===== src/rtl/dcache_ctrl_if.sv =====
// Bundles the CPU port, the dcache request port and the memory port of dcache_ctrl.
// The slave modport is the controller's view; master is the view of the surrounding system.
interface dcache_ctrl_if #(
    parameter int ADR_LENGTH  = 32,
    parameter int DATA_LENGTH = 32
);
    logic                   cpu_req_i;
    logic                   cpu_we_i;
    logic [ADR_LENGTH-1:0]  cpu_adr_i;
    logic [DATA_LENGTH-1:0] cpu_dat_i;
    logic [DATA_LENGTH-1:0] cpu_dat_o;
    logic                   cpu_ack_o;
    logic                   cpu_err_o;
    logic                   cpu_busy_o;

    logic                   cc_req_o;
    logic                   cc_we_o;
    logic [ADR_LENGTH-1:0]  cc_adr_o;
    logic [DATA_LENGTH-1:0] cc_dat_o;
    logic                   cc_deload_o;
    logic [DATA_LENGTH-1:0] cache_dat_i;
    logic                   cache_hit_i;
    logic                   cache_free_i;

    logic                   mem_req_o;
    logic                   mem_we_o;
    logic [ADR_LENGTH-1:0]  mem_adr_o;
    logic [DATA_LENGTH-1:0] mem_dat_o;
    logic [DATA_LENGTH-1:0] mem_dat_i;
    logic                   mem_ack_i;

    modport slave (
        input  cpu_req_i, cpu_we_i, cpu_adr_i, cpu_dat_i,
        output cpu_dat_o, cpu_ack_o, cpu_err_o, cpu_busy_o,
        output cc_req_o, cc_we_o, cc_adr_o, cc_dat_o, cc_deload_o,
        input  cache_dat_i, cache_hit_i, cache_free_i,
        output mem_req_o, mem_we_o, mem_adr_o, mem_dat_o,
        input  mem_dat_i, mem_ack_i
    );

    modport master (
        output cpu_req_i, cpu_we_i, cpu_adr_i, cpu_dat_i,
        input  cpu_dat_o, cpu_ack_o, cpu_err_o, cpu_busy_o,
        input  cc_req_o, cc_we_o, cc_adr_o, cc_dat_o, cc_deload_o,
        output cache_dat_i, cache_hit_i, cache_free_i,
        input  mem_req_o, mem_we_o, mem_adr_o, mem_dat_o,
        output mem_dat_i, mem_ack_i
    );
endinterface


===== src/rtl/dcache_ctrl.sv =====
// Write-through, no-write-allocate data cache controller: one CPU access at a time,
// sequenced through lookup, optional eviction, memory access, cache update and response.
module dcache_ctrl #(
    parameter int ADR_LENGTH     = 32,
    parameter int DATA_LENGTH    = 32,
    parameter int TIMEOUT_CYCLES = 255,
    parameter int CNT_WIDTH      = 16
) (
    input  logic                 clk,
    input  logic                 rst_n,
    dcache_ctrl_if.slave         bus,
    output logic [CNT_WIDTH-1:0] hit_cnt_o,
    output logic [CNT_WIDTH-1:0] miss_cnt_o
);

    localparam int TW = (TIMEOUT_CYCLES < 2) ? 1 : $clog2(TIMEOUT_CYCLES);
    localparam logic [TW-1:0] TIMER_LAST = TW'(TIMEOUT_CYCLES - 1);

    typedef enum logic [3:0] {
        IDLE,
        LOOKUP,
        CHECK,
        DELOAD,
        MEM_RD,
        FILL,
        MEM_WR,
        CACHE_WR,
        RESP
    } state_e;

    state_e                 state_q;
    logic [ADR_LENGTH-1:0]  adr_q;
    logic [DATA_LENGTH-1:0] storeDat_q;
    logic                   isStore_q;
    logic                   wasHit_q;
    logic [TW-1:0]          timer_q;

    logic [DATA_LENGTH-1:0] cpuDat_q;
    logic                   cpuAck_q;
    logic                   cpuErr_q;
    logic                   busy_q;
    logic                   ccReq_q;
    logic                   ccWe_q;
    logic [ADR_LENGTH-1:0]  ccAdr_q;
    logic [DATA_LENGTH-1:0] ccDat_q;
    logic                   ccDeload_q;
    logic                   memReq_q;
    logic                   memWe_q;
    logic [ADR_LENGTH-1:0]  memAdr_q;
    logic [DATA_LENGTH-1:0] memDat_q;
    logic [CNT_WIDTH-1:0]   hitCnt_q;
    logic [CNT_WIDTH-1:0]   missCnt_q;

    // All outputs are registered and set on entry to the state that owns them, so every
    // strobe is a clean single-cycle pulse and the memory bus is frozen while requesting.
    always_ff @(posedge clk or negedge rst_n) begin
        if (!rst_n) begin
            state_q    <= IDLE;
            adr_q      <= '0;
            storeDat_q <= '0;
            isStore_q  <= 1'b0;
            wasHit_q   <= 1'b0;
            timer_q    <= '0;
            cpuDat_q   <= '0;
            cpuAck_q   <= 1'b0;
            cpuErr_q   <= 1'b0;
            busy_q     <= 1'b0;
            ccReq_q    <= 1'b0;
            ccWe_q     <= 1'b0;
            ccAdr_q    <= '0;
            ccDat_q    <= '0;
            ccDeload_q <= 1'b0;
            memReq_q   <= 1'b0;
            memWe_q    <= 1'b0;
            memAdr_q   <= '0;
            memDat_q   <= '0;
            hitCnt_q   <= '0;
            missCnt_q  <= '0;
        end else begin
            ccReq_q    <= 1'b0;
            ccWe_q     <= 1'b0;
            ccDeload_q <= 1'b0;
            cpuAck_q   <= 1'b0;
            cpuErr_q   <= 1'b0;

            case (state_q)
                IDLE: begin
                    if (bus.cpu_req_i) begin
                        adr_q      <= bus.cpu_adr_i;
                        storeDat_q <= bus.cpu_dat_i;
                        isStore_q  <= bus.cpu_we_i;
                        ccReq_q    <= 1'b1;
                        ccAdr_q    <= bus.cpu_adr_i;
                        busy_q     <= 1'b1;
                        state_q    <= LOOKUP;
                    end
                end

                LOOKUP: begin
                    state_q <= CHECK;
                end

                CHECK: begin
                    wasHit_q <= bus.cache_hit_i;
                    if (bus.cache_hit_i) begin
                        if (hitCnt_q != '1) hitCnt_q <= hitCnt_q + CNT_WIDTH'(1);
                    end else begin
                        if (missCnt_q != '1) missCnt_q <= missCnt_q + CNT_WIDTH'(1);
                    end

                    // Stores always go to memory; a hit only decides whether the cache copy is updated afterwards.
                    if (isStore_q) begin
                        memReq_q <= 1'b1;
                        memWe_q  <= 1'b1;
                        memAdr_q <= adr_q;
                        memDat_q <= storeDat_q;
                        timer_q  <= '0;
                        state_q  <= MEM_WR;
                    end else if (bus.cache_hit_i) begin
                        cpuDat_q <= bus.cache_dat_i;
                        cpuAck_q <= 1'b1;
                        state_q  <= RESP;
                    end else if (bus.cache_free_i) begin
                        memReq_q <= 1'b1;
                        memWe_q  <= 1'b0;
                        memAdr_q <= adr_q;
                        timer_q  <= '0;
                        state_q  <= MEM_RD;
                    end else begin
                        ccDeload_q <= 1'b1;
                        state_q    <= DELOAD;
                    end
                end

                DELOAD: begin
                    memReq_q <= 1'b1;
                    memWe_q  <= 1'b0;
                    memAdr_q <= adr_q;
                    timer_q  <= '0;
                    state_q  <= MEM_RD;
                end

                MEM_RD: begin
                    if (bus.mem_ack_i) begin
                        memReq_q <= 1'b0;
                        cpuDat_q <= bus.mem_dat_i;
                        ccReq_q  <= 1'b1;
                        ccWe_q   <= 1'b1;
                        ccDat_q  <= bus.mem_dat_i;
                        state_q  <= FILL;
                    end else if (timer_q == TIMER_LAST) begin
                        memReq_q <= 1'b0;
                        cpuDat_q <= '0;
                        cpuErr_q <= 1'b1;
                        cpuAck_q <= 1'b1;
                        state_q  <= RESP;
                    end else begin
                        timer_q <= timer_q + TW'(1);
                    end
                end

                FILL: begin
                    cpuAck_q <= 1'b1;
                    state_q  <= RESP;
                end

                MEM_WR: begin
                    if (bus.mem_ack_i) begin
                        memReq_q <= 1'b0;
                        if (wasHit_q) begin
                            ccReq_q <= 1'b1;
                            ccWe_q  <= 1'b1;
                            ccDat_q <= storeDat_q;
                            state_q <= CACHE_WR;
                        end else begin
                            cpuAck_q <= 1'b1;
                            state_q  <= RESP;
                        end
                    end else if (timer_q == TIMER_LAST) begin
                        memReq_q <= 1'b0;
                        cpuDat_q <= '0;
                        cpuErr_q <= 1'b1;
                        cpuAck_q <= 1'b1;
                        state_q  <= RESP;
                    end else begin
                        timer_q <= timer_q + TW'(1);
                    end
                end

                CACHE_WR: begin
                    cpuAck_q <= 1'b1;
                    state_q  <= RESP;
                end

                RESP: begin
                    busy_q  <= 1'b0;
                    state_q <= IDLE;
                end

                default: begin
                    busy_q  <= 1'b0;
                    state_q <= IDLE;
                end
            endcase
        end
    end

    assign bus.cpu_dat_o   = cpuDat_q;
    assign bus.cpu_ack_o   = cpuAck_q;
    assign bus.cpu_err_o   = cpuErr_q;
    assign bus.cpu_busy_o  = busy_q;
    assign bus.cc_req_o    = ccReq_q;
    assign bus.cc_we_o     = ccWe_q;
    assign bus.cc_adr_o    = ccAdr_q;
    assign bus.cc_dat_o    = ccDat_q;
    assign bus.cc_deload_o = ccDeload_q;
    assign bus.mem_req_o   = memReq_q;
    assign bus.mem_we_o    = memWe_q;
    assign bus.mem_adr_o   = memAdr_q;
    assign bus.mem_dat_o   = memDat_q;
    assign hit_cnt_o       = hitCnt_q;
    assign miss_cnt_o      = missCnt_q;

endmodule


===== src/flat_wrapper.sv =====
// flat-port wrapper written by rule: the top's interface ports become plain ports
module dcache_ctrl_flat 
#(
    parameter int ADR_LENGTH     = 32,
    parameter int DATA_LENGTH    = 32,
    parameter int TIMEOUT_CYCLES = 255,
    parameter int CNT_WIDTH      = 16
)
  (clk, rst_n, hit_cnt_o, miss_cnt_o, bus_cpu_req_i, bus_cpu_we_i, bus_cpu_adr_i, bus_cpu_dat_i, bus_cpu_dat_o, bus_cpu_ack_o, bus_cpu_err_o, bus_cpu_busy_o, bus_cc_req_o, bus_cc_we_o, bus_cc_adr_o, bus_cc_dat_o, bus_cc_deload_o, bus_cache_dat_i, bus_cache_hit_i, bus_cache_free_i, bus_mem_req_o, bus_mem_we_o, bus_mem_adr_o, bus_mem_dat_o, bus_mem_dat_i, bus_mem_ack_i);
  dcache_ctrl_if #(.ADR_LENGTH(ADR_LENGTH), .DATA_LENGTH(DATA_LENGTH)) bus_i ();
  input  logic clk;
  input  logic rst_n;
  output logic [CNT_WIDTH-1:0] hit_cnt_o;
  output logic [CNT_WIDTH-1:0] miss_cnt_o;
  input wire logic [$bits(bus_i.cpu_req_i)-1:0] bus_cpu_req_i;
  input wire logic [$bits(bus_i.cpu_we_i)-1:0] bus_cpu_we_i;
  input wire logic [$bits(bus_i.cpu_adr_i)-1:0] bus_cpu_adr_i;
  input wire logic [$bits(bus_i.cpu_dat_i)-1:0] bus_cpu_dat_i;
  output wire logic [$bits(bus_i.cpu_dat_o)-1:0] bus_cpu_dat_o;
  output wire logic [$bits(bus_i.cpu_ack_o)-1:0] bus_cpu_ack_o;
  output wire logic [$bits(bus_i.cpu_err_o)-1:0] bus_cpu_err_o;
  output wire logic [$bits(bus_i.cpu_busy_o)-1:0] bus_cpu_busy_o;
  output wire logic [$bits(bus_i.cc_req_o)-1:0] bus_cc_req_o;
  output wire logic [$bits(bus_i.cc_we_o)-1:0] bus_cc_we_o;
  output wire logic [$bits(bus_i.cc_adr_o)-1:0] bus_cc_adr_o;
  output wire logic [$bits(bus_i.cc_dat_o)-1:0] bus_cc_dat_o;
  output wire logic [$bits(bus_i.cc_deload_o)-1:0] bus_cc_deload_o;
  input wire logic [$bits(bus_i.cache_dat_i)-1:0] bus_cache_dat_i;
  input wire logic [$bits(bus_i.cache_hit_i)-1:0] bus_cache_hit_i;
  input wire logic [$bits(bus_i.cache_free_i)-1:0] bus_cache_free_i;
  output wire logic [$bits(bus_i.mem_req_o)-1:0] bus_mem_req_o;
  output wire logic [$bits(bus_i.mem_we_o)-1:0] bus_mem_we_o;
  output wire logic [$bits(bus_i.mem_adr_o)-1:0] bus_mem_adr_o;
  output wire logic [$bits(bus_i.mem_dat_o)-1:0] bus_mem_dat_o;
  input wire logic [$bits(bus_i.mem_dat_i)-1:0] bus_mem_dat_i;
  input wire logic [$bits(bus_i.mem_ack_i)-1:0] bus_mem_ack_i;
  assign bus_i.cpu_req_i = bus_cpu_req_i;
  assign bus_i.cpu_we_i = bus_cpu_we_i;
  assign bus_i.cpu_adr_i = bus_cpu_adr_i;
  assign bus_i.cpu_dat_i = bus_cpu_dat_i;
  assign bus_cpu_dat_o = bus_i.cpu_dat_o;
  assign bus_cpu_ack_o = bus_i.cpu_ack_o;
  assign bus_cpu_err_o = bus_i.cpu_err_o;
  assign bus_cpu_busy_o = bus_i.cpu_busy_o;
  assign bus_cc_req_o = bus_i.cc_req_o;
  assign bus_cc_we_o = bus_i.cc_we_o;
  assign bus_cc_adr_o = bus_i.cc_adr_o;
  assign bus_cc_dat_o = bus_i.cc_dat_o;
  assign bus_cc_deload_o = bus_i.cc_deload_o;
  assign bus_i.cache_dat_i = bus_cache_dat_i;
  assign bus_i.cache_hit_i = bus_cache_hit_i;
  assign bus_i.cache_free_i = bus_cache_free_i;
  assign bus_mem_req_o = bus_i.mem_req_o;
  assign bus_mem_we_o = bus_i.mem_we_o;
  assign bus_mem_adr_o = bus_i.mem_adr_o;
  assign bus_mem_dat_o = bus_i.mem_dat_o;
  assign bus_i.mem_dat_i = bus_mem_dat_i;
  assign bus_i.mem_ack_i = bus_mem_ack_i;
  dcache_ctrl #(.ADR_LENGTH(ADR_LENGTH), .DATA_LENGTH(DATA_LENGTH), .TIMEOUT_CYCLES(TIMEOUT_CYCLES), .CNT_WIDTH(CNT_WIDTH)) u_core (.clk(clk), .rst_n(rst_n), .bus(bus_i), .hit_cnt_o(hit_cnt_o), .miss_cnt_o(miss_cnt_o));
endmodule

===== config.mk =====
export PLATFORM = sky130hd
export DESIGN_NAME = dcache_ctrl_flat
export DESIGN_NICKNAME = d
export VERILOG_FILES = /design/src/rtl/dcache_ctrl_if.sv /design/src/rtl/dcache_ctrl.sv /design/src/flat_wrapper.sv
export SDC_FILE = /design/constraint.sdc
export NUM_CORES = 1
export LEC_CHECK = 0
export CAP_MARGIN = 10
export CORE_UTILIZATION = 42
export DETAILED_ROUTE_END_ITERATION = 7
export HOLD_SLACK_MARGIN = 0.06
export PLACE_DENSITY = 0.85
export SLEW_MARGIN = 20
export SYNTH_ARGS = -nofsm -noshare
export SYNTH_HDL_FRONTEND = slang
export SYNTH_SLANG_ARGS = --single-unit

===== constraint.sdc =====
create_clock -name clk -period 2.35 [get_ports clk]
set_input_delay 0.235 -clock clk [delete_from_list [all_inputs] [get_ports clk]]
set_output_delay 0.235 -clock clk [all_outputs]
set_load 0.02 [all_outputs]

# [After elaboration in Yosys (flattened, before gate mapping)]
# Cells that the tools add are included.
[word_totals] register_bits=246 output_inout_bits=200
[op_classes] n_addsub=3 n_eq_ne=22 n_mux=59 n_bitwise=2 reduce_logical=18
[ops] operator="$mux W32" n=11
[ops] operator="$pmux W32 S2" n=2
[ops] operator="$pmux W32 S3" n=1
[ops] operator="$mux W8" n=5
[ops] operator="$add A16 B1 Y16 const B" n=2
[ops] operator="$ne A16 B16 Y1 const B" n=2
[ops] operator="$mux W4" n=7
[ops] operator="$pmux W4 S7" n=1
[ops] operator="$mux W1" n=24
[ops] operator="$pmux W8 S3" n=1
[ops] operator="$eq A4 B3 Y1 const B" n=4
[ops] operator="$ne A2 B2 Y1 const B" n=8
[ops] operator="$reduce_and A4 Y1" n=3
[ops] operator="$reduce_and A3 Y1" n=3
[ops] operator="$add A8 B1 Y8 const B" n=1
[ops] operator="$eq A4 B2 Y1 const B" n=2
[ops] operator="$eq A8 B8 Y1 const B" n=1
[ops] operator="$reduce_or A7 Y1" n=1
[ops] operator="$ne A3 B2 Y1 const B" n=2
[ops] operator="$pmux W1 S2" n=3
[ops] operator="$pmux W1 S3" n=2
[ops] operator="$reduce_and A2 Y1" n=3
[ops] operator="$reduce_bool A3 Y1" n=2
[ops] operator="$reduce_and A5 Y1" n=1
[ops] operator="9 further kinds" n=12

# [Longest topological paths before layout]
[logic_depth] depth_word=4 depth_mapped=7 mapped_depth_nobuf=6

# [Least setup slack after synthesis]
# No wires, ideal clock.
[synth_path] path_kind="reg-to-reg" startpoint="register u_core.missCnt_q[0], in the netlist u_core.miss_cnt_o[0]" endpoint="register u_core.missCnt_q[1], in the netlist u_core.miss_cnt_o[1]" arrival_time_ps=2028 t_required_ps=2225 path_slack_ps=197 stages_incl_launch_ff=7 path_buffers=1 period_less_slack_ps=2153 path_cell_list="dfrtp_1 > ha_1 > nand4_2 > or4_1 > buf_2 > and2_4 > mux2_4"
[synth_between] elab_chain_cells=2 elab_cells_between_ends=3 cone_classes="add/sub: 1; eq/ne: 1; reduce/logical: 1"
[synth_lines] item="start, declared" line_no="dcache_ctrl.sv:52" source="logic [CNT_WIDTH-1:0] missCnt_q;"
[synth_lines] item="start signal, assigned" line_no="dcache_ctrl.sv:108" source="if (missCnt_q != '1) missCnt_q <= missCnt_q + CNT_WIDTH'(1);"
[synth_lines] item="branches (longest 2 deep; another with $add A16 B1 Y16)"
# Several ways; the timed one is not identified.
# A chain may end at the register's enable or synchronous reset.

# [Final worst setup path]
[layout_path] startpoint="register u_core.state_q[3]" endpoint="register u_core.missCnt_q[12], in the netlist u_core.miss_cnt_o[12]"
[layout_between] elab_chain_cells=2
[layout_lines] item="start, declared" line_no="dcache_ctrl.sv:31" source="state_e state_q;"
[layout_lines] item="start signal, assigned" line_no="dcache_ctrl.sv:58" source="state_q <= IDLE;"
[layout_lines] item="start signal, assigned" line_no="dcache_ctrl.sv:95" source="state_q <= LOOKUP;"
[layout_lines] item="start signal, assigned" line_no="dcache_ctrl.sv:100" source="state_q <= CHECK;"
[layout_lines] item="$eq A4 B2 Y1" line_no="dcache_ctrl.sv:86" source="case (state_q)"
[layout_lines] item="$reduce_and A3 Y1 (no line)"
# Every way passes these cells.

==> results.sh <==
export IMPL_status="completed"
export IMPL_fin_setup_tns_ns=0
export IMPL_synth_compound_area_share_pct=9.20
export IMPL_synthAdderAreaFrac_pct=0.484
export IMPL_max_vdd_ir_drop_mv=0.738
export IMPL_yosysTopAreaCell="dfrtp_1"
export IMPL_clock_skew_ns=0.00757
export IMPL_hpwl_mm=20.2
export IMPL_start_util_pct=42.6
export IMPL_cts_buffers_inserted=26
export IMPL_hp_class="primary input to asynchronous set/reset pin"
export IMPL_tightest_slew_ns=0.919
export IMPL_crit_path_max_fanout=9
export IMPL_synth_area_leaders="dfrtp_1, mux2_2, nand2_1"
export IMPL_cts_tree="yes"
export IMPL_report_final_hold_viol_count=0
export IMPL_path_cells="or4b_4, nor4_4, nand3_2, mux2_4"
export IMPL_routedWlPerCell_um=18.9
export IMPL_crit_path_top_delay_cell="or4b_4"
export IMPL_antenna_left=0
export IMPL_setup_worst_path_class="register to register"
export IMPL_finalNetCount=1329
export IMPL_cp_slowest_stage_delay_ns=0.62
export IMPL_finalCritPeriodShare_pct=89.5
export IMPL_drive_gt1_share_pct=15.5
export IMPL_synth_seq_cells=246
export IMPL_cp_end_kind="register"
export IMPL_drt_total_wl_mm=28.8
export IMPL_clkSlewWorstSetupHoldPaths_ns=0.06
export IMPL_maxCapViolCount=0
export IMPL_startpoint_type="register"
export IMPL_rows=57
export IMPL_cts_setup_buffers=0
export IMPL_synth_top_area_share_pct=59.6
export IMPL_io_pins=335
export IMPL_syn_area_per_cell_um2=12.2
export IMPL_grt_pass1_wl_mm=46.0
export IMPL_clock_sinks=246
export IMPL_fmax_mhz=476
export IMPL_netlist_instances=849
export IMPL_async_flop_share_pct=100
export IMPL_fp_dieH_um=159
export IMPL_p_total_mw=20.5
export IMPL_cp_arrival_ns=2.51
export IMPL_diodes=0
export IMPL_p_leak_nw=6.46
export IMPL_synthFlopType="dfrtp_1"
export IMPL_clock_path_buffers=3
export IMPL_io_buffers=334
export IMPL_clk_latency_ns=0.52
export IMPL_drv_slew=0
export IMPL_syn_area_mm2=0.0103
export IMPL_fillers=1872
export IMPL_drt_iter0_markers=392
export IMPL_holdBufCountCts=1
export IMPL_grt_pass1_vias=8442
export IMPL_post_route_min_period_ns=2.10
export IMPL_fp_dieArea_mm2=0.0252
export IMPL_slew_limit_headroom_pct=38.7
export IMPL_cts_resized=0
export IMPL_htreeDepth=1
export IMPL_via_per_inst=5.31
export IMPL_coreArea_mm2=0.0242
export IMPL_die_x_um=159
export IMPL_setup_viol=0
export IMPL_ys_seq_area_share_pct=59.6
export IMPL_antenna_found_initial=1
export IMPL_pre_cts_slack_ns=0.119
export IMPL_powerDensity_mw_per_mm2=1360
export IMPL_cp_required_ns=2.75
export IMPL_synth_top_family_by_area="multiplexers"
export IMPL_synth_cell_type_count=54
export IMPL_synth_mux_area_share_pct=14.2
export IMPL_hold_slack_ns=0.324
export IMPL_vias=8119
export IMPL_drt_pre_antenna_iters=5
export IMPL_drc=0
export IMPL_yosys_warnings=0
export IMPL_area_delta_synth_final_pct=45.8
export IMPL_syn_nets=988
export IMPL_grt_overflow=0
export IMPL_synth_xor_area_share_pct=2.29
export IMPL_setup_ws_ns=0.247
export IMPL_synth_edff_count=0
export IMPL_track_usage_pct=22.9
export IMPL_clockRootBuffer="clkbuf_16"
export IMPL_grt_setup_unrepaired="no"
export IMPL_globalplace_congestion=0.842
export IMPL_yosys_area_share_simple_pct=11.9
export IMPL_grt_max_degree=82
==> critical path: cells and delay by family (launching register included) <==
family	cells	cell delay [ns]
and+or+nand+nor	3	1.17
muxes	1	0.31
DFF	1	0.51
==> report_power, final <==
part           switching, mW  total (mW)  internal [mW]  leakage (nW)
clock network           1.60        3.86           2.26         0.388
registers               1.25        7.31           6.06          3.06
logic                   4.76        9.38           4.62          3.01
total                   7.61        20.5           12.9          6.46
==> metrics by stage <==
stage / std cells / util, % / area, um2
6_report: 1529 / 62.1 / 15100
2_1_floorplan: 849 / - / 10300
4_1_cts: 1529 / 62.1 / 15100
3_5_place_dp: 1485 / 58.8 / 14300
5_1_grt: 1529 / 62.1 / 15100
3_3_place_gp: 1485 / 58.8 / 14300
==> final timing paths <==
path	cells after the start	slack, ns	endpoint	start
setup / recovery	4	0.25	u_core.miss_cnt_o[12]	u_core.state_q[3]
hold / removal	2	0.32	u_core.bus.mem_adr_o[25]	rst_n
setup reg to reg	4	0.25	u_core.miss_cnt_o[12]	u_core.state_q[3]
hold reg to reg	2	0.47	u_core.bus.mem_adr_o[14]	u_core.bus.mem_adr_o[14]
max in group asynchronous	3	1.28	u_core.bus.cpu_dat_o[2]	rst_n
min in group clk	2	0.33	u_core.storeDat_q[17]	bus_cpu_dat_i[17]
==> flip-flops by register name, indices dropped and copies added, names as in the netlist, 4 cells and up <==
| register | count |
|---|---|
| u_core.miss_cnt_o | 16 |
| u_core.adr_q | 32 |
| u_core.bus.cpu_dat_o | 32 |
| u_core.hit_cnt_o | 16 |
| u_core.state_q | 4 |
| u_core.storeDat_q | 32 |
| u_core.timer_q | 8 |
| u_core.bus.mem_dat_o | 32 |
| u_core.bus.cc_dat_o | 32 |
| u_core.bus.mem_adr_o | 32 |
==> layout by cell type, fill, tap and decap left out, types with 3 or more instances in the layout <==
cell type | Yosys | routed
clkinv_2 | 0 | 4
nand2b_1 | 4 | 3
buf_4 | 3 | 19
a21oi_1 | 5 | 5
o2bb2ai_1 | 32 | 32
clkbuf_1 | 33 | 9
inv_1 | 5 | 5
ha_1 | 4 | 4
mux2i_1 | 33 | 33
nor3b_1 | 5 | 5
nand3_1 | 22 | 20
nor4b_1 | 3 | 3
buf_12 | 0 | 11
a31oi_1 | 3 | 3
dfrtp_1 | 246 | 246
mux2_2 | 98 | 98
nor2b_1 | 5 | 5
and3_1 | 7 | 7
o211ai_1 | 6 | 6
or3_1 | 3 | 3
nand4_1 | 12 | 12
clkdlybuf4s50_1 | 0 | 333
xor2_1 | 15 | 15
nor4_4 | 3 | 3
o21ai_0 | 45 | 45
nand2_1 | 144 | 143
nor2_1 | 9 | 9
a31o_2 | 3 | 3
xnor2_1 | 12 | 12
clkbuf_16 | 0 | 27
a22oi_1 | 33 | 33
nor3_1 | 10 | 10
==> cells in the mapped netlist, types with 4 or more instances <==
cell,n
inv_1,5
clkbuf_1,33
nor2_1,9
nor3_1,10
and3_1,7
nand2b_1,4
o211ai_1,6
dfrtp_1,246
nor2b_1,5
xnor2_1,12
a21oi_1,5
buf_2,12
ha_1,4
o2bb2ai_1,32
nand4_1,12
xor2_1,15
nor3b_1,5
mux2_2,98
nand3_1,22
mux2i_1,33
a22oi_1,33
o21ai_0,45
nand2_1,144
==> cell type report <==
class                           count  area [um2]  share of cell area [%]
Timing Repair Buffer              365        3720                    24.7
Clock buffer                       38         737                    4.89
Tap cell                          324         405                    2.69
Sequential cell                   246        6160                    40.9
Clock inverter                      5        50.0                   0.332
Inverter                            5        18.8                   0.125
Multi-Input combinational cell    546        3970                    26.4
==> layer usage <==
| layer | part of all wire (%) | global-route usage, % | up-vias |
|---|---|---|---|
| li1 | - | - | 3703 |
| met1 | 40 | 28.3 | 4047 |
| met2 | 50 | 39.1 | 307 |
| met3 | 6.6 | 5.20 | 60 |
| met4 | 3.3 | 8.56 | 2 |
| met5 | 0.042 | 0 | - |
==> kinds of logic (layout without fill, tap and decap cells) <==
logic type / after synthesis / after routing
AOI/OAI and AO/OA: 137 / 137
xor gates and xnor gates: 27 / 27
adders and majority gates: 4 / 4
buffers and inverters: 57 / 413
DFF: 246 / 246
muxes: 133 / 133
and+or+nand+nor: 245 / 245
Note: power is estimated with default switching activity, not from simulation.
